`config.mk`:
```
export PLATFORM = sky130hd
export DESIGN_NAME = div_non_restoring
export DESIGN_NICKNAME = d
export VERILOG_FILES = /design/src/rtl/div_nr_pkg.sv /design/src/rtl/div_nr_ctrl.sv /design/src/rtl/div_non_restoring.sv
export SDC_FILE = /design/constraint.sdc
export NUM_CORES = 1
export LEC_CHECK = 0
export ABC_AREA = 1
export CAP_MARGIN = 20
export CORE_MARGIN = 5
export CORE_UTILIZATION = 52
export CTS_BUF_LIST = sky130_fd_sc_hd__clkbuf_16
export DETAILED_ROUTE_END_ITERATION = 8
export PLACE_DENSITY = 0.75
export SYNTH_ARGS = -nofsm -noshare
export SYNTH_HDL_FRONTEND = slang
export SYNTH_SLANG_ARGS = --single-unit
export TNS_END_PERCENT = 10
```
`constraint.sdc`:
```
create_clock -name clk -period 3.5 [get_ports clk]
set_input_delay 0.7 -clock clk [delete_from_list [all_inputs] [get_ports clk]]
set_output_delay 0.7 -clock clk [all_outputs]
set_load 0.01 [all_outputs]
```
`src/rtl/div_nr_pkg.sv`:
```
`default_nettype none
// ============================================================================
//  Module   : div_nr_pkg
//  Purpose  : Shared state type, width default and control-word bit indices
//             for the non-restoring divider.
//  Revision : 1.0  initial release
// ============================================================================
package div_nr_pkg;

    localparam int W_DEF = 8;

    localparam int C_LDA  = 0;
    localparam int C_LDQ  = 1;
    localparam int C_LDM  = 2;
    localparam int C_ITER = 3;
    localparam int C_CORR = 4;
    localparam int C_LAST = 5;
    localparam int C_OUTR = 6;
    localparam int C_OUTQ = 7;

    typedef enum logic [2:0] {
        S_IDLE   = 3'd0,
        S_LOAD_A = 3'd1,
        S_LOAD_Q = 3'd2,
        S_LOAD_M = 3'd3,
        S_ITER   = 3'd4,
        S_CORR   = 3'd5,
        S_OUT_R  = 3'd6,
        S_OUT_Q  = 3'd7
    } state_t;

endpackage
`default_nettype wire

```
`src/rtl/div_nr_ctrl.sv`:
```
`default_nettype none
// ============================================================================
//  Module   : div_nr_ctrl
//  Purpose  : Sequencer for the non-restoring divider: state, iteration count
//             and the per-state control word. Optional DIV_NR_DIVZERO_EN.
//  Revision : 1.0  initial release
// ============================================================================
module div_nr_ctrl
    import div_nr_pkg::*;
#(
    parameter int W = W_DEF
) (
    input  logic       clk,
    input  logic       rst_n,
    input  logic       i_enable,
`ifdef DIV_NR_DIVZERO_EN
    input  logic       i_m_zero,
    output logic       o_dz,
`endif
    output logic [7:0] o_c
);

    localparam int CW = (W > 1) ? $clog2(W) : 1;
    localparam logic [CW-1:0] c_cnt_last = CW'(W - 1);

    state_t        r_state;
    logic [CW-1:0] r_cnt;
`ifdef DIV_NR_DIVZERO_EN
    logic          r_dz;
    assign o_dz = r_dz;
`endif

    // rst_n is an active-high synchronous reset despite its name
    always_ff @(posedge clk) begin
        if (rst_n) begin
            r_state <= S_IDLE;
            r_cnt   <= '0;
`ifdef DIV_NR_DIVZERO_EN
            r_dz    <= 1'b0;
`endif
        end else begin
            case (r_state)
                S_IDLE:   if (i_enable) r_state <= S_LOAD_A;
                S_LOAD_A: r_state <= S_LOAD_Q;
                S_LOAD_Q: r_state <= S_LOAD_M;
                S_LOAD_M: begin
                    r_cnt <= '0;
`ifdef DIV_NR_DIVZERO_EN
                    r_dz    <= i_m_zero;
                    r_state <= i_m_zero ? S_OUT_R : S_ITER;
`else
                    r_state <= S_ITER;
`endif
                end
                S_ITER: begin
                    r_cnt <= r_cnt + 1'b1;
                    if (r_cnt == c_cnt_last) r_state <= S_CORR;
                end
                S_CORR:   r_state <= S_OUT_R;
                S_OUT_R:  r_state <= S_OUT_Q;
                S_OUT_Q: begin
                    r_state <= S_IDLE;
`ifdef DIV_NR_DIVZERO_EN
                    r_dz    <= 1'b0;
`endif
                end
                default:  r_state <= S_IDLE;
            endcase
        end
    end

    always_comb begin
        o_c = '0;
        case (r_state)
            S_LOAD_A: o_c[C_LDA]  = 1'b1;
            S_LOAD_Q: o_c[C_LDQ]  = 1'b1;
            S_LOAD_M: o_c[C_LDM]  = 1'b1;
            S_ITER: begin
                o_c[C_ITER] = 1'b1;
                o_c[C_LAST] = (r_cnt == c_cnt_last);
            end
            S_CORR:   o_c[C_CORR] = 1'b1;
            S_OUT_R:  o_c[C_OUTR] = 1'b1;
            S_OUT_Q:  o_c[C_OUTQ] = 1'b1;
            default:  o_c = '0;
        endcase
    end

endmodule
`default_nettype wire

```
`src/rtl/div_non_restoring.sv`:
```
`default_nettype none
// ============================================================================
//  Module   : div_non_restoring
//  Purpose  : Sequential non-restoring unsigned divider {A,Q}/M with serial
//             operand load and serial result readout. Optional DIV_NR_DIVZERO_EN.
//  Revision : 1.0  initial release
// ============================================================================
module div_non_restoring
    import div_nr_pkg::*;
#(
    parameter int W = W_DEF
) (
    input  logic         clk,
    input  logic         rst_n,
    input  logic         enable,
    input  logic [W-1:0] inbus,
`ifdef DIV_NR_DIVZERO_EN
    output logic         div_err,
`endif
    output logic         done,
    output logic [W-1:0] outbus
);

    logic [7:0]   w_c;
    logic [W:0]   r_a;
    logic [W-1:0] r_q;
    logic [W-1:0] r_m;
    logic [W:0]   w_a_sh;
    logic [W:0]   w_m_ext;
    logic [W:0]   w_a_iter;
    logic [W:0]   w_a_corr;
`ifdef DIV_NR_DIVZERO_EN
    logic         w_dz;
`endif

    div_nr_ctrl #(.W(W)) u_ctrl (
        .clk      (clk),
        .rst_n    (rst_n),
        .i_enable (enable),
`ifdef DIV_NR_DIVZERO_EN
        .i_m_zero (inbus == '0),
        .o_dz     (w_dz),
`endif
        .o_c      (w_c)
    );

    assign w_m_ext  = {1'b0, r_m};
    assign w_a_sh   = {r_a[W-1:0], r_q[W-1]};
    // sign of the stored partial remainder picks subtract or add-back
    assign w_a_iter = r_a[W] ? (w_a_sh + w_m_ext) : (w_a_sh - w_m_ext);
    assign w_a_corr = r_a + w_m_ext;

    always_ff @(posedge clk) begin
        if (rst_n) begin
            r_a <= '0;
            r_q <= '0;
            r_m <= '0;
        end else begin
            if (w_c[C_LDA]) r_a <= {1'b0, inbus};
            if (w_c[C_LDQ]) r_q <= inbus;
            if (w_c[C_LDM]) r_m <= inbus;
            if (w_c[C_ITER]) begin
                r_a <= w_a_iter;
                r_q <= {r_q[W-2:0], ~w_a_iter[W]};
            end
            if (w_c[C_CORR] && r_a[W]) r_a <= w_a_corr;
        end
    end

    always_comb begin
        done   = w_c[C_OUTR] | w_c[C_OUTQ];
        outbus = '0;
        if (w_c[C_OUTR])      outbus = r_a[W-1:0];
        else if (w_c[C_OUTQ]) outbus = r_q;
`ifdef DIV_NR_DIVZERO_EN
        div_err = w_dz & done;
        if (w_dz) outbus = '0;
`endif
    end

endmodule
`default_nettype wire

```
# Word level (Yosys, flattened, before mapping)
# Cells that the tools add are included.
# totals
regBits	31
elab_cells	46
mem_count	0
output_inout_bits	9
ram_bits	0
input_bits	11
romBits	0
latch_bits	0
# classes
n_eq_ne	10
n_reduce_logical	6
shift	0
n_mux	19
magnitude_cmp	0
bitwise_logic	2
add_sub_neg	4
n_div	0
mul	0
# ops
operator	count
2-to-1 mux 9 bit	4
2-to-1 mux 8 bit	4
one-hot mux 3 bit (8 select lines)	1
adder 9 x 8 -> 9 bit	2
equality test 3 bit, second input constant	5
subtractor 9 x 8 -> 9 bit	1
2-to-1 mux 1 bit	7
equality test 3 x 2 -> 1 bit, second input constant	2
2-to-1 mux 3 bit	2
one-hot mux 3 bit (2 select lines)	1
nonzero test 2 bit	2
adder 3 x 1 -> 3 bit, second input constant	1
equality test 3 x 1 -> 1 bit, second input constant	1
zero test 3 bit	1
nonzero test 3 bit	1
inequality test 2 x 1 -> 1 bit, second input constant	1
inequality test 2 bit, second input constant	1
AND reduction 2 bit	1
logical AND 1 bit	1
inverter 1 bit	1
OR 1 bit	1

# Logic depth before layout (Yosys ltp)
# logic_depth
depth_word	5
depth_mapped	17
depth_no_buf	17

# Modules after synthesis
# From an unflattened synthesis, not the netlist that was laid out.
# hier_totals
hier_cells	369
hier_area_um2	2499.9
# by_module_without_submodules
mod	cells_per_inst	area_per_inst_um2	seq_area_each_um2	instances
div_non_restoring	324	2185.8	500.5	1
div_nr_ctrl	45	314.1	120.1	1

# Worst setup path after synthesis
# Ideal clock, no wire load.
# synth_timing
path_kind	register to register
startpoint	register r_m[1]
endpoint	register r_a[8]
setup_slack_ns	1.355
synth_period_minus_slack_ns	2.145
path_stages_with_launch	17
path_buffers	0
arrival_time_ns	2.035
setup_ns	0.110
t_required_ns	3.390
cell_sequence	dfxtp_1 > inv_1 > ha_1 > inv_1 > o21ai_0 > inv_1 > fa_1 > inv_1 > nand3_1 > nand2_1 > nand2_1 > nand2_1 > nand3_1 > nand3_1 > nand3_1 > nand2_1 > inv_1
# synth_between
elab_chain_len	4
elab_cells_between_ends	6
cone_classes	add/sub (3); mux (3)
# synth_lines
element	line	rtl
from (decl)	div_non_restoring.sv:27	logic [W-1:0] r_m;
from (signal assigned)	div_non_restoring.sv:61	if (w_c[C_LDM]) r_m <= inbus;
subtractor 9 x 8 -> 9 bit / adder 9 x 8 -> 9 bit (equally long branches)	div_non_restoring.sv:50	assign w_a_iter = r_a[W] ? (w_a_sh + w_m_ext) : (w_a_sh - w_m_ext);
2-to-1 mux 9 bit	div_non_restoring.sv:50	
2-to-1 mux 9 bit	div_non_restoring.sv:62	if (w_c[C_ITER]) begin
2-to-1 mux 9 bit (*)	div_non_restoring.sv:66	if (w_c[C_CORR] && r_a[W]) r_a <= w_a_corr;
to (signal assigned)	div_non_restoring.sv:59	if (w_c[C_LDA]) r_a <= {1'b0, inbus};
to (signal assigned)	div_non_restoring.sv:63	r_a <= w_a_iter;
to (signal assigned)	div_non_restoring.sv:66	
to (decl)	div_non_restoring.sv:25	logic [W:0] r_a;
# Mark *: on every way between the ends. The rest lies on a longest branch, timed or not.
# A chain may end at the register's enable or synchronous reset.

# Worst setup path in the final report
# layout_timing
startpoint	register u_ctrl.r_state[0]
endpoint	output outbus[4]
# layout_between
elab_chain_len	4
elab_cells_between_ends	6
cone_classes	eq/ne (2); mux (4)
# layout_lines
element	line	rtl
from (decl)	div_nr_ctrl.sv:26	state_t r_state;
from (signal assigned)	div_nr_ctrl.sv:36	r_state <= S_IDLE;
from (signal assigned)	div_nr_ctrl.sv:43	S_IDLE: if (i_enable) r_state <= S_LOAD_A;
from (signal assigned)	div_nr_ctrl.sv:44	S_LOAD_A: r_state <= S_LOAD_Q;
equality test 3 bit	div_nr_ctrl.sv:74	case (r_state)
2-to-1 mux 1 bit	div_nr_ctrl.sv:74	
2-to-1 mux 8 bit	div_non_restoring.sv:74	else if (w_c[C_OUTQ]) outbus = r_q;
2-to-1 mux 8 bit (*)	div_non_restoring.sv:73	if (w_c[C_OUTR]) outbus = r_a[W-1:0];
to (decl)	div_non_restoring.sv:21	output logic [W-1:0] outbus
# Marked as above.

==> metrics.md <==
| Metric | Value |
|---|---|
| Count of state elements after synthesis | 31 |
| Clock buffer depth | 2 |
| Clock-pin slew of the registers on the worst-case setup and hold paths | ~0.050 ns |
| Wirelength per Cell | 14.8 um |
| Clock Latency Late Sink | 0.28 ns |
| Initial antenna violation count | 0 |
| R2r worst-path depth | 15 |
| Synth top area cells | dfxtp_1 (25%), nand2_1 (15%), ha_1 (12%), inv_1 (9.4%), o21ai_0 (7.8%) |
| Syn avg cell area | about 6.4 um^2 |
| Core Area | around 4700 um^2 |
| Pre-antenna DRT Iters | 4 |
| Hold Path Depth | 2 |
| # resized after CTS | 0 |
| Distinct cell type count of the synthesized netlist | 28 |
| Yosys top cell area share | 25.4% |
| Non-filler cells, final | between 400 and 500 |
| Launch point of the worst path | u_ctrl.r_state[0] |
| PortBufs | 19 |
| Async SR Flop Fraction | 0% |
| Proportion of layout cells with a drive suffix above 1 | 3.47% |
| Post-DRT Antenna Nets | 0 |
| Final period utilization | about four fifths |
| Min-Delay Startpoint | u_ctrl.r_cnt[1] |
| CTS H-tree lvls | 2 |
| Die X | 78.6 um |
| Slew Limit Headroom | approximately 65% |
| Least-Margin Pin Slew | 0.525 ns |
| Max Fclk | 361 MHz |
| Worst endpoint required time | between 2 and 3 ns |
| CTS root buffer | clkbuf_16 |
| Dpl hpwl | ~5400 um |
| Crit end category | output pin |
| CP startpoint kind | flip-flop |
| Mean number of vias per cell | 5.62 |
| EDFF count, synth | 0 |
| Status | finished, final reports clean |
| GRT Overall Usage | 23.3% |
| Initial cell density of the core | 52.5% |
| CP endpoint | outbus[4] |
| Cts hold-fix bufs | 0 |
| CTS buffer count | 5 |
| Cells after synthesis | 383 |
| Final setup vio count | 0 |
| YS warnings | 0 |
| DRC Markers | 0 |
| Reg2Reg Launch Point | r_m[1] |
| Max_cap viols | 0 |
| Post-CTS setup buffers | 0 |
| Kind of critical path | flip-flop to output pin |
| Placed insts | between 400 and 500 |
| Die Footprint | roughly 6000 um^2 |
| Post-synthesis sequential area ratio | approximately 25% |
| Hold WC Path Type | flip-flop to flip-flop |
| Die Y | roughly 79 um |
| Area leader, netlist | dfxtp_1 |
| Worst Path Max Fanout | 10 |
| Overflow after GRT | 0 |
| Fin. Hold Viols | 0 |
| Maximum VDD drop | 0.385 mV |
| Cell area after synthesis | 2450 um^2 |
| RSZ-0062 raised after global routing | no |
| Row count | 25 |
| Final wirelength | just under 7000 um |
| Layout Nets | 439 |
| Iter 0 DRT Violations | around 180 |
| Power density over the cells | slightly above 800 nW/um^2 |
| Global-route wire length before repair | approximately 12000 um |
| FF-to-FF setup slack | approximately 1.1 ns |
| N_diodes | 0 |
| CTS Sinks | 31 |
| Global placement routability congestion | around 0.97 |
| Largest net degree at the start of global routing | 21 |
| Clk_skew | 0.00283 ns |
| Synthesis-to-finish area growth | 15.2% |
| Reg2reg end | r_q[0] |
| Final setup TNS | 0 ns |
| Layout Utilization | about three fifths |
| Max Slew Vio Count | 0 |
| I/O pin cnt | 20 |
| Mapped Nets | 419 |
| Vias post-DR | about 2600 |
| Vias in the first global route | ~2400 |
| Tmin final | ~2.8 ns |
| WP data arrival | ~2.1 ns |
| Leakage | 0.00138 uW |
| Top FF cell, synth | dfxtp_1 |
| CTS tree | yes |
==> cell type report <==
class / instances / area (um^2)
repair buffers: 20 / 198
flip-flops and latches: 31 / 621
clock inverters: 3 / 12.5
fillers: 419 / 1840
inverters: 63 / 236
well taps: 54 / 67.6
clock buffers: 5 / 125
multi-input cells: 282 / 1560
==> where the power goes <==
part	internal, uW	leakage [uW]	switching [uW]
clock network	256	0.0000762	147
registers	459	0.000253	143
logic	475	0.00106	817
==> stage by stage <==
step                      power, uW  setup slack, ns  hold slack [ns]  area (um^2)
after global routing           2510            0.544            0.499         2820
after detailed placement       1870             1.05            0.468         2680
final                          2300            0.730            0.475         2820
after global placement         1840             1.07            0.450         2680
after floorplan                1550             1.36            0.433         2450
after CTS                      2280            0.738            0.474         2820
==> flip-flops by register name (all words and copies together), names as in the netlist <==
name,count
u_ctrl.r_cnt,3
r_a,9
u_ctrl.r_state,3
r_q,8
r_m,8
==> cell families (layout without fill, tap and decap cells) <==
kind of cell    count (synthesis)  count (layout)  synth area share [%]
compound gates                 83              83                  18.5
flops                          31              31                  25.4
fa+ha+maj                      25              25                  13.4
simple gates                  166             166                  28.9
buf+inv                        70              91                  10.9
xor+xnor                        8               8                  2.86
==> per-layer routing <==
metal,track usage (%),wire (um),vias to the layer above
met5,0,0,-
met4,7.69,131,0
met3,3.78,422,13
met2,38.8,3220,91
met1,30.5,2980,1163
li1,-,-,1308
==> synthesized netlist by cell type (3+ instances only) <==
master / number
nand2_1: 95
inv_1: 61
o21ai_0: 38
nand3_1: 37
dfxtp_1: 31
a21oi_1: 27
ha_1: 23
nor2_1: 19
a31oi_1: 10
nand4_1: 5
xor2_1: 5
buf_2: 4
clkbuf_1: 3
nand3b_1: 3
xnor2_1: 3
==> how the worst min path moves through the flow <==
stage               slack (ns)         endpoint
floorplan                 0.43  u_ctrl.r_cnt[0]
global route              0.50  u_ctrl.r_cnt[1]
detailed placement        0.47  u_ctrl.r_cnt[1]
finish                    0.48  u_ctrl.r_cnt[1]
global placement          0.45  u_ctrl.r_cnt[0]
CTS                       0.47  u_ctrl.r_cnt[1]
==> worst max-delay path: stages (launching register included) <==
cell and delay (ns):
dfxtp_1 0.38, inv_1 0.09, ha_1 0.30, inv_2 0.19, nand2_1 0.07, o21ai_0 0.20
clkdlybuf4s50_1 0.58
==> placed cells by master, fill, tap and decap left out <==
cell	instances
buf_4	1
o211ai_1	2
a21oi_1	27
dfxtp_1	31
nor3_1	2
xnor2_1	3
inv_1	63
or2_2	2
nand4_1	5
clkinv_2	1
a31oi_1	10
nor2_1	19
nand3b_1	3
nand2_1	95
and2_0	1
inv_2	2
nor2_2	2
o21ai_0	38
o21a_1	1
fa_1	2
a41oi_1	1
clkbuf_16	5
nand3_1	37
xor2_1	5
clkdlybuf4s50_1	19
a22oi_1	1
ha_1	23
a211oi_1	1
a22o_2	1
a221oi_1	1
No activity file was read; power rests on OpenSTA's default activity.
